$ cat src/rtl/gb_host_arb_pkg.sv
// Shared types for the ghostbus host arbiter: FSM states, grant encoding
// and the read-latency counter width.
package gb_host_arb_pkg;

  localparam int CNT_W      = 4;
  localparam int RD_LAT_MAX = 15;

  typedef enum logic [1:0] {
    ST_IDLE  = 2'd0,
    ST_ISSUE = 2'd1,
    ST_WAIT  = 2'd2,
    ST_RESP  = 2'd3
  } state_t;

  typedef enum logic {
    GNT_A = 1'b0,
    GNT_B = 1'b1
  } gnt_t;

  function automatic gnt_t gnt_other(input gnt_t g);
    return (g == GNT_A) ? GNT_B : GNT_A;
  endfunction

endpackage

$ cat src/rtl/gb_host_arb_if.sv
// Requester A/B handshake signals plus the ghostbus host port.
// slave = arbiter view, master = requesters and the decoded bus tree.
interface gb_host_arb_if #(
  parameter int AW = 24,
  parameter int DW = 32
) ();
  logic          a_req, a_we, a_re;
  logic [AW-1:0] a_addr;
  logic [DW-1:0] a_wdata;
  logic          a_ack, a_rvalid;
  logic [DW-1:0] a_rdata;

  logic          b_req, b_we, b_re;
  logic [AW-1:0] b_addr;
  logic [DW-1:0] b_wdata;
  logic          b_ack, b_rvalid;
  logic [DW-1:0] b_rdata;

  logic [AW-1:0] gb_addr;
  logic [DW-1:0] gb_wdata;
  logic          gb_we, gb_re;
  logic [DW-1:0] gb_rdata;

  modport slave (
    input  a_req, a_we, a_re, a_addr, a_wdata,
    output a_ack, a_rvalid, a_rdata,
    input  b_req, b_we, b_re, b_addr, b_wdata,
    output b_ack, b_rvalid, b_rdata,
    output gb_addr, gb_wdata, gb_we, gb_re,
    input  gb_rdata
  );

  modport master (
    output a_req, a_we, a_re, a_addr, a_wdata,
    input  a_ack, a_rvalid, a_rdata,
    output b_req, b_we, b_re, b_addr, b_wdata,
    input  b_ack, b_rvalid, b_rdata,
    input  gb_addr, gb_wdata, gb_we, gb_re,
    output gb_rdata
  );
endinterface

$ cat src/rtl/gb_host_arb_rr_arb2.sv
// Two-way round-robin picker; owns the priority pointer.
// Latency: combinational pick, pointer moves on the advance edge.
// Backpressure: none; the pointer only moves when both sides contend.
module rr_arb2
  import gb_host_arb_pkg::*;
(
  input  logic       clk,
  input  logic       rst,
  input  logic [1:0] req,
  input  logic       advance,
  output gnt_t       gnt,
  output logic       valid
);

  gnt_t ptr;

  always_comb begin
    valid = |req;
    if (req == 2'b11) gnt = ptr;
    else if (req[1])  gnt = GNT_B;
    else              gnt = GNT_A;
  end

  // A lone requester does not consume its turn.
  always_ff @(posedge clk) begin
    if (rst)                         ptr <= GNT_A;
    else if (advance && req == 2'b11) ptr <= gnt_other(gnt);
  end

endmodule

$ cat src/rtl/gb_host_arb.sv
// Serialises single-word ghostbus transactions from two host bridges.
// Latency: ack one cycle after grant; rvalid RD_LAT+1 cycles after gb_re.
// Backpressure: requester holds req until ack; one transaction in flight.
module gb_host_arb
  import gb_host_arb_pkg::*;
#(
  parameter int AW     = 24,
  parameter int DW     = 32,
  parameter int RD_LAT = 2
) (
  input  logic         clk,
  input  logic         rst,
  gb_host_arb_if.slave bus
);

  state_t           state;
  gnt_t             gnt_q, pick;
  logic             pick_vld;
  logic             op_re;
  logic [CNT_W-1:0] cnt;

  logic [AW-1:0] addr_q;
  logic [DW-1:0] wdata_q;
  logic          we_q, re_q;
  logic          a_ack_q, b_ack_q, a_rvalid_q, b_rvalid_q;
  logic [DW-1:0] a_rdata_q, b_rdata_q;

  logic          sel_we, sel_re;
  logic [AW-1:0] sel_addr;
  logic [DW-1:0] sel_wdata;

  rr_arb2 u_rr (
    .clk     (clk),
    .rst     (rst),
    .req     ({bus.b_req, bus.a_req}),
    .advance (state == ST_IDLE),
    .gnt     (pick),
    .valid   (pick_vld)
  );

  assign sel_we    = (pick == GNT_B) ? bus.b_we    : bus.a_we;
  assign sel_re    = (pick == GNT_B) ? bus.b_re    : bus.a_re;
  assign sel_addr  = (pick == GNT_B) ? bus.b_addr  : bus.a_addr;
  assign sel_wdata = (pick == GNT_B) ? bus.b_wdata : bus.a_wdata;

  always_ff @(posedge clk) begin
    if (rst) begin
      state      <= ST_IDLE;
      gnt_q      <= GNT_A;
      op_re      <= 1'b0;
      cnt        <= '0;
      addr_q     <= '0;
      wdata_q    <= '0;
      we_q       <= 1'b0;
      re_q       <= 1'b0;
      a_ack_q    <= 1'b0;
      b_ack_q    <= 1'b0;
      a_rvalid_q <= 1'b0;
      b_rvalid_q <= 1'b0;
      a_rdata_q  <= '0;
      b_rdata_q  <= '0;
    end else begin
      we_q       <= 1'b0;
      re_q       <= 1'b0;
      a_ack_q    <= 1'b0;
      b_ack_q    <= 1'b0;
      a_rvalid_q <= 1'b0;
      b_rvalid_q <= 1'b0;
      case (state)
        // Strobes and ack are loaded here so they are live for exactly the ISSUE cycle.
        ST_IDLE: begin
          if (pick_vld) begin
            gnt_q   <= pick;
            addr_q  <= sel_addr;
            wdata_q <= sel_wdata;
            we_q    <= sel_we;
            re_q    <= sel_re & ~sel_we;
            op_re   <= sel_re & ~sel_we;
            a_ack_q <= (pick == GNT_A);
            b_ack_q <= (pick == GNT_B);
            state   <= ST_ISSUE;
          end
        end
        ST_ISSUE: begin
          if (op_re) begin
            cnt   <= CNT_W'(RD_LAT - 1);
            state <= ST_WAIT;
          end else begin
            state <= ST_IDLE;
          end
        end
        ST_WAIT: begin
          if (cnt == '0) begin
            if (gnt_q == GNT_A) begin
              a_rdata_q  <= bus.gb_rdata;
              a_rvalid_q <= 1'b1;
            end else begin
              b_rdata_q  <= bus.gb_rdata;
              b_rvalid_q <= 1'b1;
            end
            state <= ST_RESP;
          end else begin
            cnt <= cnt - 1'b1;
          end
        end
        ST_RESP: state <= ST_IDLE;
        default: state <= ST_IDLE;
      endcase
    end
  end

  assign bus.gb_addr  = addr_q;
  assign bus.gb_wdata = wdata_q;
  assign bus.gb_we    = we_q;
  assign bus.gb_re    = re_q;
  assign bus.a_ack    = a_ack_q;
  assign bus.b_ack    = b_ack_q;
  assign bus.a_rvalid = a_rvalid_q;
  assign bus.b_rvalid = b_rvalid_q;
  assign bus.a_rdata  = a_rdata_q;
  assign bus.b_rdata  = b_rdata_q;

endmodule

$ cat src/flat_wrapper.sv
// flat-port wrapper written by rule: the top's interface ports become plain ports
module gb_host_arb_flat import gb_host_arb_pkg::*;
#(
  parameter int AW     = 24,
  parameter int DW     = 32,
  parameter int RD_LAT = 2
)
  (clk, rst, bus_a_req, bus_a_we, bus_a_re, bus_a_addr, bus_a_wdata, bus_a_ack, bus_a_rvalid, bus_a_rdata, bus_b_req, bus_b_we, bus_b_re, bus_b_addr, bus_b_wdata, bus_b_ack, bus_b_rvalid, bus_b_rdata, bus_gb_addr, bus_gb_wdata, bus_gb_we, bus_gb_re, bus_gb_rdata);
  gb_host_arb_if #(.AW(AW), .DW(DW)) bus_i ();
  input  logic clk;
  input  logic rst;
  input wire logic [$bits(bus_i.a_req)-1:0] bus_a_req;
  input wire logic [$bits(bus_i.a_we)-1:0] bus_a_we;
  input wire logic [$bits(bus_i.a_re)-1:0] bus_a_re;
  input wire logic [$bits(bus_i.a_addr)-1:0] bus_a_addr;
  input wire logic [$bits(bus_i.a_wdata)-1:0] bus_a_wdata;
  output wire logic [$bits(bus_i.a_ack)-1:0] bus_a_ack;
  output wire logic [$bits(bus_i.a_rvalid)-1:0] bus_a_rvalid;
  output wire logic [$bits(bus_i.a_rdata)-1:0] bus_a_rdata;
  input wire logic [$bits(bus_i.b_req)-1:0] bus_b_req;
  input wire logic [$bits(bus_i.b_we)-1:0] bus_b_we;
  input wire logic [$bits(bus_i.b_re)-1:0] bus_b_re;
  input wire logic [$bits(bus_i.b_addr)-1:0] bus_b_addr;
  input wire logic [$bits(bus_i.b_wdata)-1:0] bus_b_wdata;
  output wire logic [$bits(bus_i.b_ack)-1:0] bus_b_ack;
  output wire logic [$bits(bus_i.b_rvalid)-1:0] bus_b_rvalid;
  output wire logic [$bits(bus_i.b_rdata)-1:0] bus_b_rdata;
  output wire logic [$bits(bus_i.gb_addr)-1:0] bus_gb_addr;
  output wire logic [$bits(bus_i.gb_wdata)-1:0] bus_gb_wdata;
  output wire logic [$bits(bus_i.gb_we)-1:0] bus_gb_we;
  output wire logic [$bits(bus_i.gb_re)-1:0] bus_gb_re;
  input wire logic [$bits(bus_i.gb_rdata)-1:0] bus_gb_rdata;
  assign bus_i.a_req = bus_a_req;
  assign bus_i.a_we = bus_a_we;
  assign bus_i.a_re = bus_a_re;
  assign bus_i.a_addr = bus_a_addr;
  assign bus_i.a_wdata = bus_a_wdata;
  assign bus_a_ack = bus_i.a_ack;
  assign bus_a_rvalid = bus_i.a_rvalid;
  assign bus_a_rdata = bus_i.a_rdata;
  assign bus_i.b_req = bus_b_req;
  assign bus_i.b_we = bus_b_we;
  assign bus_i.b_re = bus_b_re;
  assign bus_i.b_addr = bus_b_addr;
  assign bus_i.b_wdata = bus_b_wdata;
  assign bus_b_ack = bus_i.b_ack;
  assign bus_b_rvalid = bus_i.b_rvalid;
  assign bus_b_rdata = bus_i.b_rdata;
  assign bus_gb_addr = bus_i.gb_addr;
  assign bus_gb_wdata = bus_i.gb_wdata;
  assign bus_gb_we = bus_i.gb_we;
  assign bus_gb_re = bus_i.gb_re;
  assign bus_i.gb_rdata = bus_gb_rdata;
  gb_host_arb #(.AW(AW), .DW(DW), .RD_LAT(RD_LAT)) u_core (.clk(clk), .rst(rst), .bus(bus_i));
endmodule
$ cat config.mk
export PLATFORM = sky130hd
export DESIGN_NAME = gb_host_arb_flat
export DESIGN_NICKNAME = d
export VERILOG_FILES = /design/src/rtl/gb_host_arb_pkg.sv /design/src/rtl/gb_host_arb_if.sv /design/src/rtl/gb_host_arb_rr_arb2.sv /design/src/rtl/gb_host_arb.sv /design/src/flat_wrapper.sv
export SDC_FILE = /design/constraint.sdc
export NUM_CORES = 1
export LEC_CHECK = 0
export BUFFER_PORTS_ARGS = -buffer_cell sky130_fd_sc_hd__buf_4
export CORE_MARGIN = 3
export CORE_UTILIZATION = 46
export DETAILED_ROUTE_END_ITERATION = 10
export HOLD_SLACK_MARGIN = 0.02
export PLACE_DENSITY = 0.79
export SLEW_MARGIN = 20
export SYNTH_ARGS = -nofsm -noshare
export SYNTH_HDL_FRONTEND = slang
export SYNTH_HIERARCHICAL = 1
export SYNTH_SLANG_ARGS = --single-unit
$ cat constraint.sdc
create_clock -name clk -period 1.7 [get_ports clk]
set_input_delay 0.085 -clock clk [delete_from_list [all_inputs] [get_ports clk]]
set_output_delay 0.085 -clock clk [all_outputs]
set_load 0.1 [all_outputs]
# Word-level counts from Yosys, hierarchy flattened
# Index checks and enable logic that the tools add are counted.
[totals]
word_cells = 60
out_inout_bits = 126
in_bits = 152
regBits = 135
[op_classes]
n_eq_ne = 8
n_addsub = 1
reduce_logical = 12
muxes = 16
bitwise = 8
[op_table]
columns = ["op", "count"]
rows = [
  ["32-bit 2-to-1 mux", 1],
  ["24-bit 2-to-1 mux", 1],
  ["3-bit AND reduction", 3],
  ["4-bit 2-to-1 mux", 2],
  ["2-bit one-hot mux with 4 select lines", 1],
  ["4-bit one-hot mux with 2 select lines", 1],
  ["1-bit 2-to-1 mux", 7],
  ["1-bit NOT", 7],
  ["2-bit == test, second input constant", 3],
  ["2-bit 2-to-1 mux", 3],
  ["2-bit by 1-bit inequality test with 1-bit output, second input constant", 3],
  ["3-bit OR reduction", 2],
  ["4-bit logical NOT", 1],
  ["2-bit AND reduction", 2],
  ["4-bit by 1-bit subtractor with 4-bit output, second input constant", 1],
  ["2-bit by 1-bit == test with 1-bit output, second input constant", 1],
  ["2-bit logical NOT", 1],
  ["2-bit inequality test, second input constant", 1],
  ["2-bit nonzero test", 1],
  ["2-bit OR reduction", 1],
  ["1-bit AND", 1],
  ["1-bit logical AND", 1],
]

# Longest topological paths before layout
[depth]
word_depth = 5
mapped_depth = 7
ltp_nobuf = 5

# Cells and area by module
# The synthesis kept the hierarchy.
[by_module_without_submodules]
columns = ["mod", "seq_area_each_um2", "area_per_inst_um2", "instances", "cells_each"]
rows = [
  ["gb_host_arb", 2682.6, 5424.0, 1, 554],
  ["rr_arb2", 20.0, 68.8, 1, 8],
]

# Worst setup path after synthesis
# No wires, ideal clock.
[synth_path]
path_type = "register to register"
startpoint = "register u_core.cnt[0]"
endpoint = "register u_core.cnt[3]"
setup_ps = 70
t_arrival_ps = 1354
path_slack_ps = 276
stages_incl_launch_ff = 6
synth_period_minus_slack_ps = 1424
required_ps = 1630
n_path_buf = 0
cell_sequence = "dfxtp_1 -> inv_1 -> ha_1 -> nor3b_2 -> or4_1 -> a21oi_1"
[synth_via]
elab_chain_len = 3
elab_cells_between_ends = 6
classes_between = "add/sub: 1; eq/ne: 1; mux: 2; reduce/logical: 2"
[synth_lines]
columns = ["element", "line", "text"]
rows = [
  ["from (decl)", "gb_host_arb.sv:20", "logic [CNT_W-1:0] cnt;"],
  ["from (signal assigned)", "gb_host_arb.sv:86", "cnt <= CNT_W'(RD_LAT - 1);"],
  ["from (signal assigned)", "gb_host_arb.sv:103", "cnt <= cnt - 1'b1;"],
  ["4-bit by 1-bit subtractor with 4-bit output / 4-bit logical NOT (equally long branches)", "gb_host_arb.sv:103, gb_host_arb.sv:93", ""],
  ["4-bit 2-to-1 mux / 2-bit inequality test (equally long branches)", "--", ""],
  ["4-bit one-hot mux with 2 select lines / 3-bit AND reduction (equally long branches)", "--", ""],
]
# Parallel ways exist; a longest one is shown, timed or not. The select of a mux whose other input is x is not followed.
# A chain may end at the register's enable or synchronous reset.

# Final worst setup path
[layout_path]
startpoint = "register u_core.cnt[0]"
endpoint = "register u_core.a_rdata_q[9], in the netlist u_core/bus.a_rdata[9]"
[layout_via]
elab_chain_len = 2
[layout_lines]
columns = ["element", "line", "text"]
rows = [
  ["4-bit logical NOT", "gb_host_arb.sv:93", "if (cnt == '0) begin"],
  ["3-bit AND reduction (no source line)", "--", ""],
  ["to (signal assigned)", "gb_host_arb.sv:95", "a_rdata_q <= bus.gb_rdata;"],
  ["to (decl)", "gb_host_arb.sv:26", "logic [DW-1:0] a_rdata_q, b_rdata_q;"],
]
# No other way between the ends.

==> results.json <==
{
  "outcome": "finished, final reports clean",
  "required_ns": 2.02,
  "routedWlPerCell_um": 16.7,
  "power_leakage_nw": 4.12,
  "die_y_um": 115,
  "worst_pin_slew_ns": 0.647,
  "antenna_found_initial": 0,
  "vias": 5190,
  "ys_ff_latch": 135,
  "layout-drive-gt1-share_pct": 37.6,
  "fin_nets": 1016,
  "relSlewSlack_pct": 56.9,
  "critPathBufInv": 3,
  "cts_tree": "done",
  "grt_usage_pct": 23.6,
  "synth_warnings": 6,
  "pwr-share-clk_pct": 37.0,
  "regArea_mm2": 0.00270,
  "drcViolationCount": 0,
  "synth_area_mm2": 0.00549,
  "finalCriticalPeriod_ns": 1.64,
  "slowest_delay_ns": 0.31,
  "dp_cells": 946,
  "synth_top_cell_by_area": "dfxtp_1",
  "cts_buffer_depth": 2,
  "drt_iter0_markers": 446,
  "clock-skew-final_ns": 0.00830,
  "place_congestion": 0.833,
  "synth_edf_count": 0,
  "syn_nets": 715,
  "crit_type": "register to register",
  "syn-mean-instance-area_um2": 9.77,
  "grt_max_degree": 100,
  "ant_nets": 0,
  "h-tree-depth": 4,
  "p_sw_share_pct": 34.0,
  "synth_top_area_share_pct": 49.2,
  "firstDrtPassIters": 4,
  "synth_common_cells": "135 x dfxtp_1, 123 x mux2i_1, 98 x nand2_1",
  "synth.most_common_cell": "dfxtp_1",
  "dieArea_mm2": 0.0133,
  "hold_viol_final": 0,
  "hpwl_mm": 11.7,
  "cts-root-buf": "clkbuf_16",
  "antennaDiodeCount": 0,
  "cts_buffers": 17,
  "clk_pin_slew_ns": 0.06,
  "core_mm2": 0.0116,
  "rows": 39,
  "grt-ovfl-total": 0,
  "multi_input_area_mm2": 0.00255,
  "final_core_util_pct": 75.4,
  "finalInstanceArea_mm2": 0.00872,
  "die_x_um": 115,
  "fmax_ghz": 0.612,
  "p_int_mw": 6.38,
  "crit_family": "buffers and inverters",
  "cts.sinks": 135,
  "setup_violations": 0,
  "worstPathCellList": "inv_1, ha_4, and4bb_1, nor3b_4, buf_12, clkbuf_16, mux2i_1",
  "cp.arrival_ns": 1.96,
  "area_delta_synth_final_pct": 58.8,
  "worstSkewPairLatency_ns": 0.40,
  "post-route-period-util_pct": 96.2,
  "max-vdd-ir-drop_v": 0.000600,
  "pin_count": 278,
  "ys_seq_area_share_pct": 49.2,
  "avgViaCountPerCell": 5.09,
  "cp_max_fo": 8,
  "power_switching_mw": 3.29,
  "placed_cell_area_mm2": 0.00767,
  "fillers": 757,
  "synth_ff_type": "dfxtp_1",
  "grt_pass1_wl_mm": 24.6,
  "power.density_mw_per_mm2": 1110,
  "endpoint_kind": "register",
  "routed_wl_mm": 17.0,
  "grt_pass1_vias": 4971,
  "port_buffers": 277,
  "start_util_pct": 47.5,
  "ys_top_cells_by_area": "dfxtp_1 49%, mux2i_1 22%, a211oi_1 7.8%, nand2_1 6.7%, nor2_1 4.2%",
  "pwr-share-seq_pct": 35.9,
  "slew_viol_final": 0,
  "final_cells": 1019,
  "hp-class": "primary input to register",
  "cp-start-kind": "register",
  "max-cap-violations": 0,
  "cp_slowest_cell": "dfxtp_1",
  "comb_power_share_pct": 27.2,
  "syn_inst": 562,
  "synth_cell_types": 32,
  "setup_tns_ns": 0,
  "synthArstFlopShare_pct": 0
}
power groups by stage:
stage | clock network [mW] | registers (mW) | logic, mW
floorplan | 0 | 4.79 | 0.558
global placement | 0 | 3.52 | 2.50
detailed placement | 0 | 3.53 | 2.54
CTS | 3.61 | 3.47 | 2.61
global route | 3.77 | 3.49 | 2.73
finish | 3.57 | 3.47 | 2.63
worst paths after layout:
check / start / endpoint / slack (ns) / depth (start not counted)
setup / recovery: u_core/cnt[0]$_SDFFE_PP0P_ / u_core/bus.a_rdata[9]$_SDFFE_PP0P_ / 0.06 / 7
hold / removal: bus_a_addr[10] / u_core/bus.gb_addr[10]$_SDFFE_PP0P_ / 0.04 / 3
setup reg to reg: u_core/cnt[0]$_SDFFE_PP0P_ / u_core/bus.a_rdata[9]$_SDFFE_PP0P_ / 0.06 / 7
hold reg to reg: u_core/bus.b_rdata[4]$_SDFFE_PP0P_ / u_core/bus.b_rdata[4]$_SDFFE_PP0P_ / 0.46 / 2
cell usage in the layout, fill, tap and decap left out, types with 3 or more instances in the layout:
master,Yosys,layout
nor3_1,6,6
buf_12,0,7
mux2i_1,123,122
dfxtp_1,135,135
clkbuf_1,17,3
clkinv_4,0,4
inv_1,5,5
buf_4,0,281
nand2_1,98,98
a211oi_1,57,57
nor2_1,62,62
dlygate4sd3_1,0,37
clkbuf_16,0,19
a21oi_1,4,4
layout make-up:
cell class | instances | area share [%]
clock inverter | 10 | 1.39
multi-input combinational | 375 | 29.3
inverter | 6 | 0.258
tap | 143 | 2.05
timing repair buffer | 328 | 30.7
sequential | 135 | 31.0
clock buffer | 22 | 5.32
per-stage QoR:
step           hold WS, ns  worst slack (ns)  total power [mW]
6_report            0.0380            0.0649              9.66
3_3_place_gp         0.348             0.187              6.02
2_1_floorplan        0.247             0.276              5.34
5_1_grt             0.0345         -0.000388              9.98
4_1_cts             0.0209            0.0685              9.68
3_5_place_dp         0.357            0.0787              6.07
worst min-delay path: cells and delay by family:
| kind | cells | cell delay, ns |
|---|---|---|
| AOI/OAI and AO/OA | 1 | 0.08 |
| buffers and inverters | 1 | 0.10 |
| muxes | 1 | 0.12 |
cells by family (layout without fill, tap and decap cells):
kind of cell	count (synthesis)	after routing	share of synthesized area (%)
AOI/OAI and AO/OA	67	67	8.95
adders and majority gates	1	1	0.228
DFF	135	135	49.2
buffers and inverters	52	366	5.01
muxes	124	124	22.7
and+or+nand+nor	183	183	13.9
per-layer routing:
layer / vias up / global-route usage (%) / share of wire [%]
met3: 29 / 6.26 / 7.3
li1: 2554 / - / -
met4: 0 / 10.6 / 2.4
met2: 235 / 41.8 / 51
met5: - / 0 / 0
met1: 2372 / 26.5 / 39
sequential cells by signal, summed over array words and instances (netlist names), named ones only:
name                 count
u_core/u_rr/ptr          1
u_core/bus.gb_we         1
u_core/bus.gb_addr      24
u_core/bus.b_rdata      32
u_core/cnt               4
u_core/bus.a_rvalid      1
u_core/state             1
u_core/bus.b_rvalid      1
u_core/bus.b_ack         1
u_core/gnt_q             1
u_core/bus.gb_wdata     32
u_core/op_re             1
u_core/bus.a_ack         1
u_core/bus.a_rdata      32
u_core/bus.gb_re         1
what timing repair did:
action                                 4_1_cts  5_1_grt
buffers inserted                             0        1
endpoints found under the hold margin       72        0
hold buffers                                37        0
setup endpoints to repair                    0       26
gates resized for setup                      0        3
No activity file was read; power rests on OpenSTA's default activity.
